File: src/rtl/hazard_ctrl.sv
// -----------------------------------------------------------------------------
// hazard_ctrl
// ID-stage hazard and flow-control unit. It sits between the IF/ID and ID/EX
// pipeline registers and resolves the following conditions, highest priority
// first:
//   1. cache stall
//   2. taken branch
//   3. multi-cycle flush
//   4. load-use bubble
//   5. halt
//
// Optional feature macro: HAZARD_PERF_CNT_EN
//   When defined, the unit carries saturating load-use and flush performance
//   counters. When it is undefined, both counter outputs are tied to zero and
//   no counter flops are built.
//
// Parameters
//   FLUSH_CYCLES : IF/ID + ID/EX squash cycles after a taken branch (1..7)
//   CNT_W        : performance counter width
//
// Ports
//   clk, rst          : clock, asynchronous active-high reset
//   cache_stall_n     : 0 = cache miss in progress, freeze the pipeline
//   id_src_reg1/2     : ID-stage source registers
//   id_uses_src1/2    : ID instruction actually reads that source
//   id_halt           : ID instruction is HLT
//   ex_mem_read       : ID/EX MemRead
//   ex_dst_reg        : ID/EX destination register
//   ex_branch_taken   : branch in EX resolved taken
//   pc_wen            : PC write enable
//   pc_sel_branch     : PC loads the EX branch target
//   if_id_wen         : IF/ID write enable
//   if_id_flush       : IF/ID loads a NOP
//   id_ex_wen         : ID/EX write enable
//   id_ex_bubble      : zero control bits entering ID/EX
//   halted            : core halted
//   load_use_cnt      : load-use bubbles inserted
//   flush_cnt         : flush cycles issued
// -----------------------------------------------------------------------------
module hazard_ctrl #(
    parameter int unsigned FLUSH_CYCLES = 1,
    parameter int unsigned CNT_W        = 16
) (
    input  logic             clk,
    input  logic             rst,
    input  logic             cache_stall_n,
    input  logic [3:0]       id_src_reg1,
    input  logic [3:0]       id_src_reg2,
    input  logic             id_uses_src1,
    input  logic             id_uses_src2,
    input  logic             id_halt,
    input  logic             ex_mem_read,
    input  logic [3:0]       ex_dst_reg,
    input  logic             ex_branch_taken,
    output logic             pc_wen,
    output logic             pc_sel_branch,
    output logic             if_id_wen,
    output logic             if_id_flush,
    output logic             id_ex_wen,
    output logic             id_ex_bubble,
    output logic             halted,
    output logic [CNT_W-1:0] load_use_cnt,
    output logic [CNT_W-1:0] flush_cnt
);

    typedef enum logic [1:0] {
        ST_RUN   = 2'd0,
        ST_FLUSH = 2'd1,
        ST_HALT  = 2'd2
    } state_t;

    // Down-counter reload value after a taken branch. The branch cycle itself
    // is the first squash cycle, so only FLUSH_CYCLES-1 more are needed.
    localparam logic [2:0] FL_RELOAD   = 3'(FLUSH_CYCLES - 1);
    localparam logic       MULTI_FLUSH = (FLUSH_CYCLES > 1);

    state_t     state_q, state_d;
    logic [2:0] fl_cnt_q, fl_cnt_d;

    logic load_use_s;
    logic pc_wen_s, pc_sel_branch_s, if_id_wen_s, if_id_flush_s;
    logic id_ex_wen_s, id_ex_bubble_s, halted_s;

    // Load-use detection. Register 0 is hard-wired and never creates a hazard.
    always_comb begin
        load_use_s = ex_mem_read && (ex_dst_reg != 4'd0) &&
                     ((id_uses_src1 && (id_src_reg1 == ex_dst_reg)) ||
                      (id_uses_src2 && (id_src_reg2 == ex_dst_reg)));
    end

    // Output decode and next-state logic for the RUN/FLUSH/HALT controller.
    always_comb begin
        pc_wen_s        = 1'b0;
        pc_sel_branch_s = 1'b0;
        if_id_wen_s     = 1'b0;
        if_id_flush_s   = 1'b0;
        id_ex_wen_s     = 1'b0;
        id_ex_bubble_s  = 1'b0;
        halted_s        = (state_q == ST_HALT);
        state_d         = state_q;
        fl_cnt_d        = fl_cnt_q;

        if (!cache_stall_n) begin
            // Freeze: all enables low, state and flush counter hold.
            pc_wen_s = 1'b0;
        end else begin
            case (state_q)
                ST_RUN, ST_FLUSH: begin
                    if (ex_branch_taken) begin
                        // Any same-cycle load-use or HLT is wrong-path.
                        pc_wen_s        = 1'b1;
                        pc_sel_branch_s = 1'b1;
                        if_id_wen_s     = 1'b1;
                        if_id_flush_s   = 1'b1;
                        id_ex_wen_s     = 1'b1;
                        id_ex_bubble_s  = 1'b1;
                        if (MULTI_FLUSH) begin
                            state_d  = ST_FLUSH;
                            fl_cnt_d = FL_RELOAD;
                        end else begin
                            state_d  = ST_RUN;
                            fl_cnt_d = 3'd0;
                        end
                    end else if (state_q == ST_FLUSH) begin
                        pc_wen_s       = 1'b1;
                        if_id_wen_s    = 1'b1;
                        if_id_flush_s  = 1'b1;
                        id_ex_wen_s    = 1'b1;
                        id_ex_bubble_s = 1'b1;
                        fl_cnt_d       = fl_cnt_q - 3'd1;
                        if (fl_cnt_q == 3'd1) begin
                            state_d = ST_RUN;
                        end else begin
                            state_d = ST_FLUSH;
                        end
                    end else if (load_use_s) begin
                        // The load has left ID/EX next cycle, so the bubble
                        // clears itself without a state change.
                        id_ex_wen_s    = 1'b1;
                        id_ex_bubble_s = 1'b1;
                    end else if (id_halt) begin
                        // HLT itself is allowed into EX; fetch stops here.
                        id_ex_wen_s = 1'b1;
                        state_d     = ST_HALT;
                    end else begin
                        pc_wen_s    = 1'b1;
                        if_id_wen_s = 1'b1;
                        id_ex_wen_s = 1'b1;
                    end
                end
                ST_HALT: begin
                    id_ex_wen_s    = 1'b1;
                    id_ex_bubble_s = 1'b1;
                end
                default: begin
                    state_d  = ST_RUN;
                    fl_cnt_d = 3'd0;
                end
            endcase
        end
    end

    // Controller state and flush down-counter.
    always_ff @(posedge clk or posedge rst) begin
        if (rst) begin
            state_q  <= ST_RUN;
            fl_cnt_q <= 3'd0;
        end else begin
            state_q  <= state_d;
            fl_cnt_q <= fl_cnt_d;
        end
    end

    assign pc_wen        = pc_wen_s;
    assign pc_sel_branch = pc_sel_branch_s;
    assign if_id_wen     = if_id_wen_s;
    assign if_id_flush   = if_id_flush_s;
    assign id_ex_wen     = id_ex_wen_s;
    assign id_ex_bubble  = id_ex_bubble_s;
    assign halted        = halted_s;

`ifdef HAZARD_PERF_CNT_EN
    localparam logic [CNT_W-1:0] CNT_ONE = {{(CNT_W-1){1'b0}}, 1'b1};
    localparam logic [CNT_W-1:0] CNT_MAX = {CNT_W{1'b1}};

    logic             lu_evt_s;
    logic [CNT_W-1:0] load_use_cnt_q, load_use_cnt_d;
    logic [CNT_W-1:0] flush_cnt_q, flush_cnt_d;

    // Saturating counter updates. Only bubbles that actually issue count.
    always_comb begin
        lu_evt_s = cache_stall_n && (state_q == ST_RUN) && !ex_branch_taken &&
                   load_use_s;
        load_use_cnt_d = load_use_cnt_q;
        flush_cnt_d    = flush_cnt_q;
        if (lu_evt_s && (load_use_cnt_q != CNT_MAX)) begin
            load_use_cnt_d = load_use_cnt_q + CNT_ONE;
        end else begin
            load_use_cnt_d = load_use_cnt_q;
        end
        if (if_id_flush_s && (flush_cnt_q != CNT_MAX)) begin
            flush_cnt_d = flush_cnt_q + CNT_ONE;
        end else begin
            flush_cnt_d = flush_cnt_q;
        end
    end

    // Performance counter registers.
    always_ff @(posedge clk or posedge rst) begin
        if (rst) begin
            load_use_cnt_q <= '0;
            flush_cnt_q    <= '0;
        end else begin
            load_use_cnt_q <= load_use_cnt_d;
            flush_cnt_q    <= flush_cnt_d;
        end
    end

    assign load_use_cnt = load_use_cnt_q;
    assign flush_cnt    = flush_cnt_q;
`else
    assign load_use_cnt = '0;
    assign flush_cnt    = '0;
`endif

endmodule

File: config.mk
export PLATFORM = sky130hd
export DESIGN_NAME = hazard_ctrl
export DESIGN_NICKNAME = d
export VERILOG_FILES = /design/src/rtl/hazard_ctrl.sv
export SDC_FILE = /design/constraint.sdc
export NUM_CORES = 1
export LEC_CHECK = 0
export BUFFER_PORTS_ARGS = -buffer_cell sky130_fd_sc_hd__buf_4
export CAP_MARGIN = 5
export CORE_MARGIN = 3
export CORE_UTILIZATION = 38
export DETAILED_ROUTE_END_ITERATION = 7
export PLACE_DENSITY = 0.85
export SKIP_LAST_GASP = 1
export SLEW_MARGIN = 20
export SYNTH_ARGS = -nofsm -noshare
export SYNTH_HDL_FRONTEND = slang
export SYNTH_SLANG_ARGS = --single-unit
File: constraint.sdc
create_clock -name clk -period 2.1 [get_ports clk]
set_clock_uncertainty 0.15 [all_clocks]
set_input_delay 0.315 -clock clk [delete_from_list [all_inputs] [get_ports clk]]
set_output_delay 0.315 -clock clk [all_outputs]
set_load 0.005 [all_outputs]
* Yosys cells after proc, flatten, opt, wreduce, memory -nomap -nowiden
Cells that the tools add are included.
** Word-level totals
- Output and inout port bits :: 39
- Bits of input ports :: 20
- Flip-flop bits (word level) :: 5
- Word-level logic and storage cells :: 52
** Operators by class
- Bitwise logic cells :: 1
- Add/sub/neg operators :: 1
- Reductions and logical operators :: 11
- Equal/unequal tests :: 8
- Mux-type cells :: 29
** Operator list (number)
- two-way mux 1 bit :: 20
- equality test 4 bit :: 2
- two-way mux 2 bit :: 4
- != test 4 bit, second input constant :: 2
- two-way mux 3 bit :: 2
- case mux 3 bit (2 select lines) :: 1
- logical AND 1 bit :: 4
- case mux 2 bit (2 select lines) :: 1
- AND reduction 4 bit :: 1
- nonzero test 4 bit :: 1
- equality test 3 x 1 -> 1 bit, second input constant :: 1
- != test 3 bit, second input constant :: 1
- AND reduction 3 bit :: 1
- OR reduction 3 bit :: 1
- subtractor 3 x 1 -> 3 bit, second input constant :: 1
- equality test 2 x 1 -> 1 bit, second input constant :: 1
- equality test 2 bit, second input constant :: 1
- zero test 2 bit :: 1
- case mux 1 bit (2 select lines) :: 1
- OR reduction 2 bit :: 1
- logical OR 1 bit :: 1
- inverter 1 bit :: 1

* Longest topological paths before layout
- Depth in word-level cells :: 9
- Depth in mapped cells :: 5
- Depth with buffers taken out :: 5

* Least setup slack after synthesis
OpenSTA, ideal clock, no wires.
- Path type :: input-to-output
- Start point :: in ex_dst_reg[0]
- End point :: out pc_wen
- Path slack :: 0.246 ns
- Data required time :: 1.635 ns
- Stages :: 5
- Data arrival time :: 1.389 ns
- Cells stage by stage :: o41a_1 nand3_1 nor4_2 o41ai_2 buf_4
** On the way
- Longest elaborated chain between the ends :: 9
** Ends and longest elaborated chain
- start: declaration :: line 53 : input logic [3:0] ex_dst_reg,
- equality test 4 bit (on tied branches) :: line 87, 88
- logical AND 1 bit (on tied branches) :: line 87, 88
- logical OR 1 bit :: line 87 : ((id_uses_src1 && (id_src_reg1 == ex_dst_reg)) ||
- logical AND 1 bit (*) :: line 86 : load_use_s = ex_mem_read && (ex_dst_reg != 4'd0) &&
- two-way mux 1 bit (*) (5 in a row)
- end: declaration :: line 55 : output logic pc_wen,
Every way passes the cells marked *; elsewhere a longest branch is shown, timed or not.

* Worst setup path in the final report
- Start point :: in ex_dst_reg[0]
- End point :: out pc_wen
** On the way
- Longest elaborated chain between the ends :: 9
** Ends and longest elaborated chain
- equality test 4 bit (on tied branches) :: line 87, 88
- logical AND 1 bit (on tied branches) :: line 87, 88
- logical OR 1 bit :: line 87
- logical AND 1 bit (*) :: line 86
- two-way mux 1 bit (*) :: line 136 : end else if (load_use_s) begin
- two-way mux 1 bit (*) :: line 124 : end else if (state_q == ST_FLUSH) begin
- two-way mux 1 bit (*) :: line 109 : if (ex_branch_taken) begin
- two-way mux 1 bit (*) :: line 107 : case (state_q)
- two-way mux 1 bit (*) :: line 103 : if (!cache_stall_n) begin
Marks and branches as above.

==> results.md <==
- The run finished with clean final reports.
- The synthesis warning total is 0.
- The count of clock tree sinks is 5.
- The total iterations of the first detailed-routing run is 3.
- The share of total power dissipated in sequential elements is 33.7%.
- The number of placed instances, taps included, is 134.
- The number of remaining DRC errors is 0.
- The maximum buffer depth of the clock tree is 2.
- Global routing used approximately an eighth of the available tracks.
- The part of the power in the clock network is between 30% and 40%.
- The synthesized design devotes to its leading area cell type 35.5% of total area.
- The clock-pin transition on the worst setup and hold timing paths is 40 ps.
- The row count is 14.
- The layer flagged by global routing as most heavily used is met2.
- In the synthesized netlist the dominant register cell turns out to be dfrtp_1.
- In this run the register-to-register setup slack is 820 ps.
- The maximum frequency from static timing analysis is 499 MHz.
- The number of I/O pins is 59.
- Post-CTS repair changed the size of 0 cells.
- The worst setup path is of the in2out kind.
- For this run, global-route usage on met2 was measured as 23.1%.
- The finished layout holds around 140 standard cells, fillers aside.
- The endpoint type of the worst setup path is an output pin.
- For this design the static power due to leakage is between 0.4 and 0.5 nW.
- The met3 usage in global routing is around 5%.
- The sum of net half-perimeters after detailed placement is 1290 um.
- The initial antenna violation count came to 0.
- The number of endpoints failing setup at the final stage is 0.
- The count of state elements after synthesis is 5.
- The kind of start point of the critical path is a primary input.
- For this design the total switching power over the nets is 0.0000810 W.
- The via count of the first global-routing pass is 551.
- For this run the aggregate overflow at the end of global routing stands at 0.
- Entering global routing, the biggest net connects 10 pins.
- The total negative setup slack is 0 ps.
- The first global-routing pass estimated 2260 um of wire.
- The placeable core region is 1610 um2.
- The required time at the endpoint of the critical path is 1630 ps.
- The area of the multi-input gates is 419 um2.
- The port buffer count is 26.
- The weighted congestion reported at the end of routability-driven placement is 0.832.
- The routed via count divided by cell count is between 4 and 5.
- The iteration-0 DRC count of the detailed router is 3.
- The maximum level of the CTS H-tree is 1.
- The vertical die dimension is around 50 um.
- Across the run, the number of max-cap violations was 0.
- Combinational cells account for 27.5% of the total power.
- The total internal power is 0.000207 W.
- For this configuration, the core starts out at a cell density of roughly 43%.
- For this block, the via count after detailed routing is 570.
- The sequential fraction of the synthesis area is 17.9%.
- The total detailed-routing wirelength is 1460 um.
- TritonCTS built the clock tree.
- The share of post-route cells with drive strength above 1 is about 28%.
- The met1 capacity usage during global routing is about a tenth.
- In the synthesized netlist the async set-or-reset flop fraction comes to 100%.
- After technology mapping, the gate count stands at 86.
- The tree is rooted in a clkbuf_4.
- A synthesized cell averages roughly 8.1 um2.
- The die covers 2390 um2.
- The count of cell types in the netlist is 23.
- The final antenna-violating net count is 0.
- The hold violation total from the final report is 0.
- The worst hold path belongs to the class in2reg.
- Net switching is 28.1% of the power.
- The count of nets after finishing is 138.
- The register area is 125 um2.
- The post-route clock period utilization is 95.4%.
- The area growth from synthesis to layout is 18.6%.
- The signal arrival time at the worst endpoint is 1540 ps.
- The clock latency reported for the late side of the worst-skew pair is 250 ps.
- The shortest period the worst path allows is 2000 ps.
- After clock tree synthesis, the setup repair step added 0 buffers.
- The biggest area contributor in the post-synthesis netlist is buf_4.
- The power per cell area is 348 nW/um2.
- Setup repair after global routing left no endpoint under its margin.
- The floorplan step set the die width to 48.9 um.
- The clock buffer count from CTS is 3.
- The highest fanout seen on the critical path is 3.
- The number of max-slew violations in the final report came to 0.
- In the final routed layout, each cell accounts on average for 10.5 um.
- Sorting the synthesized cells by area gives the leading types as buf_4, dfrtp_1, xor2_1, o21ai_0, ha_1.
- The worst vdd rail ir drop is between 200 and 250 uV.
- In this run, synthesis inferred 0 flip-flops with an integrated enable.
- In this run the cell area of the synthesized design comes to 698 um2.
- The repair_antennas step left the layout with diodes totalling 0.
- After filler insertion, the fill cell instance count of the layout stands at between 150 and 200.
==> power groups by stage <==
stage,Sequential [W],Clock (W),Combinational [W]
detailed placement,0.0000983,0,0.0000767
finish,0.0000969,0.000112,0.0000792
floorplan,0.0000983,0,0.0000774
CTS,0.0000969,0.000114,0.0000782
global placement,0.0000983,0,0.0000738
global route,0.0000968,0.000123,0.0000872
==> sequential cells by signal, indices dropped and copies added (netlist names) <==
name,cells
fl_cnt_q,3
state_q,2
==> repair_timing <==
| item | in CTS | in global routing |
|---|---|---|
| hold endpoints to repair | 5 | 0 |
| endpoints found under the setup margin | 0 | 0 |
| hold buffers | 1 | 0 |
==> routing by layer <==
layer | wire [um] | vias up
met5 | 0 | -
met4 | 29 | 0
met3 | 140 | 2
met2 | 834 | 31
met1 | 460 | 260
li1 | - | 277
==> cells in the final DEF (no fill, tap or decap) <==
cell / count
conb_1: 32
clkbuf_4: 3
or3_1: 1
xnor2_1: 2
clkbuf_1: 1
o41a_1: 1
ha_1: 2
nor2b_1: 3
nand4_1: 1
a21boi_0: 2
dlygate4sd3_1: 1
o21ai_0: 7
o41ai_2: 1
and2_1: 1
nand2_1: 4
nand4b_1: 1
o31a_1: 1
dfrtp_1: 5
nand3_1: 3
nor2_1: 1
nor3_1: 1
o31ai_1: 1
buf_4: 26
nor4_2: 2
xor2_1: 6
inv_1: 6
==> layout make-up <==
cell class                 count  share of cell area [%]
timing repair buffer          27                    24.8
sequential                     5                    15.1
clock buffer                   4                    3.17
inverter                       6                    2.72
tap                           24                    3.63
multi-input combinational     73                    50.6
==> through the flow <==
step | area [um2] | setup WS [ps] | total power [W] | util (%) | hold WS, ps
final | 828 | 96.9 | 0.000288 | 51.4 | 164
after global routing | 828 | 8.29 | 0.000307 | 51.4 | 169
after CTS | 828 | 88.3 | 0.000290 | 51.4 | 160
after detailed placement | 792 | 94.4 | 0.000175 | 49.1 | 84.6
after global placement | 792 | 113 | 0.000172 | 49.1 | 78.6
after floorplan | 815 | 246 | 0.000176 | - | -56.5
==> cells by family after synthesis <==
group / after synthesis / synth area share [%]
simple gates: 18 / 15.8
other cells: 1 / 0.537
compound gates: 13 / 13.4
flops: 5 / 17.9
xor+xnor: 8 / 10.0
fa+ha+maj: 2 / 3.58
buf+inv: 39 / 38.7
==> path summary, 6_finish.rpt <==
kind                                    end     startpoint  depth (start not counted)
worst max-delay path                 pc_wen  ex_dst_reg[0]                          6
min in group asynchronous        state_q[0]            rst                          3
max in group asynchronous       fl_cnt_q[1]            rst                          3
worst min-delay path             state_q[0]  cache_stall_n                          2
worst max register to register  fl_cnt_q[2]     state_q[1]                          4
worst min register to register  fl_cnt_q[1]    fl_cnt_q[1]                          2
==> cell usage after synthesis, types with 2 or more instances <==
| cell type | n |
|---|---|
| o21ai_0 | 7 |
| inv_1 | 6 |
| xnor2_1 | 2 |
| nor4_2 | 2 |
| nand2_1 | 4 |
| ha_1 | 2 |
| xor2_1 | 6 |
| buf_4 | 33 |
| dfrtp_1 | 5 |
| nor2b_1 | 3 |
| nand3_1 | 3 |
| a21boi_0 | 2 |
==> critical path, stage by stage <==
cell	delay [ps]
buf_4	120
o41a_1	430
nand3_1	110
nor4_2	60
o41ai_2	330
buf_4	170
Note: power is estimated with default switching activity, not from simulation.
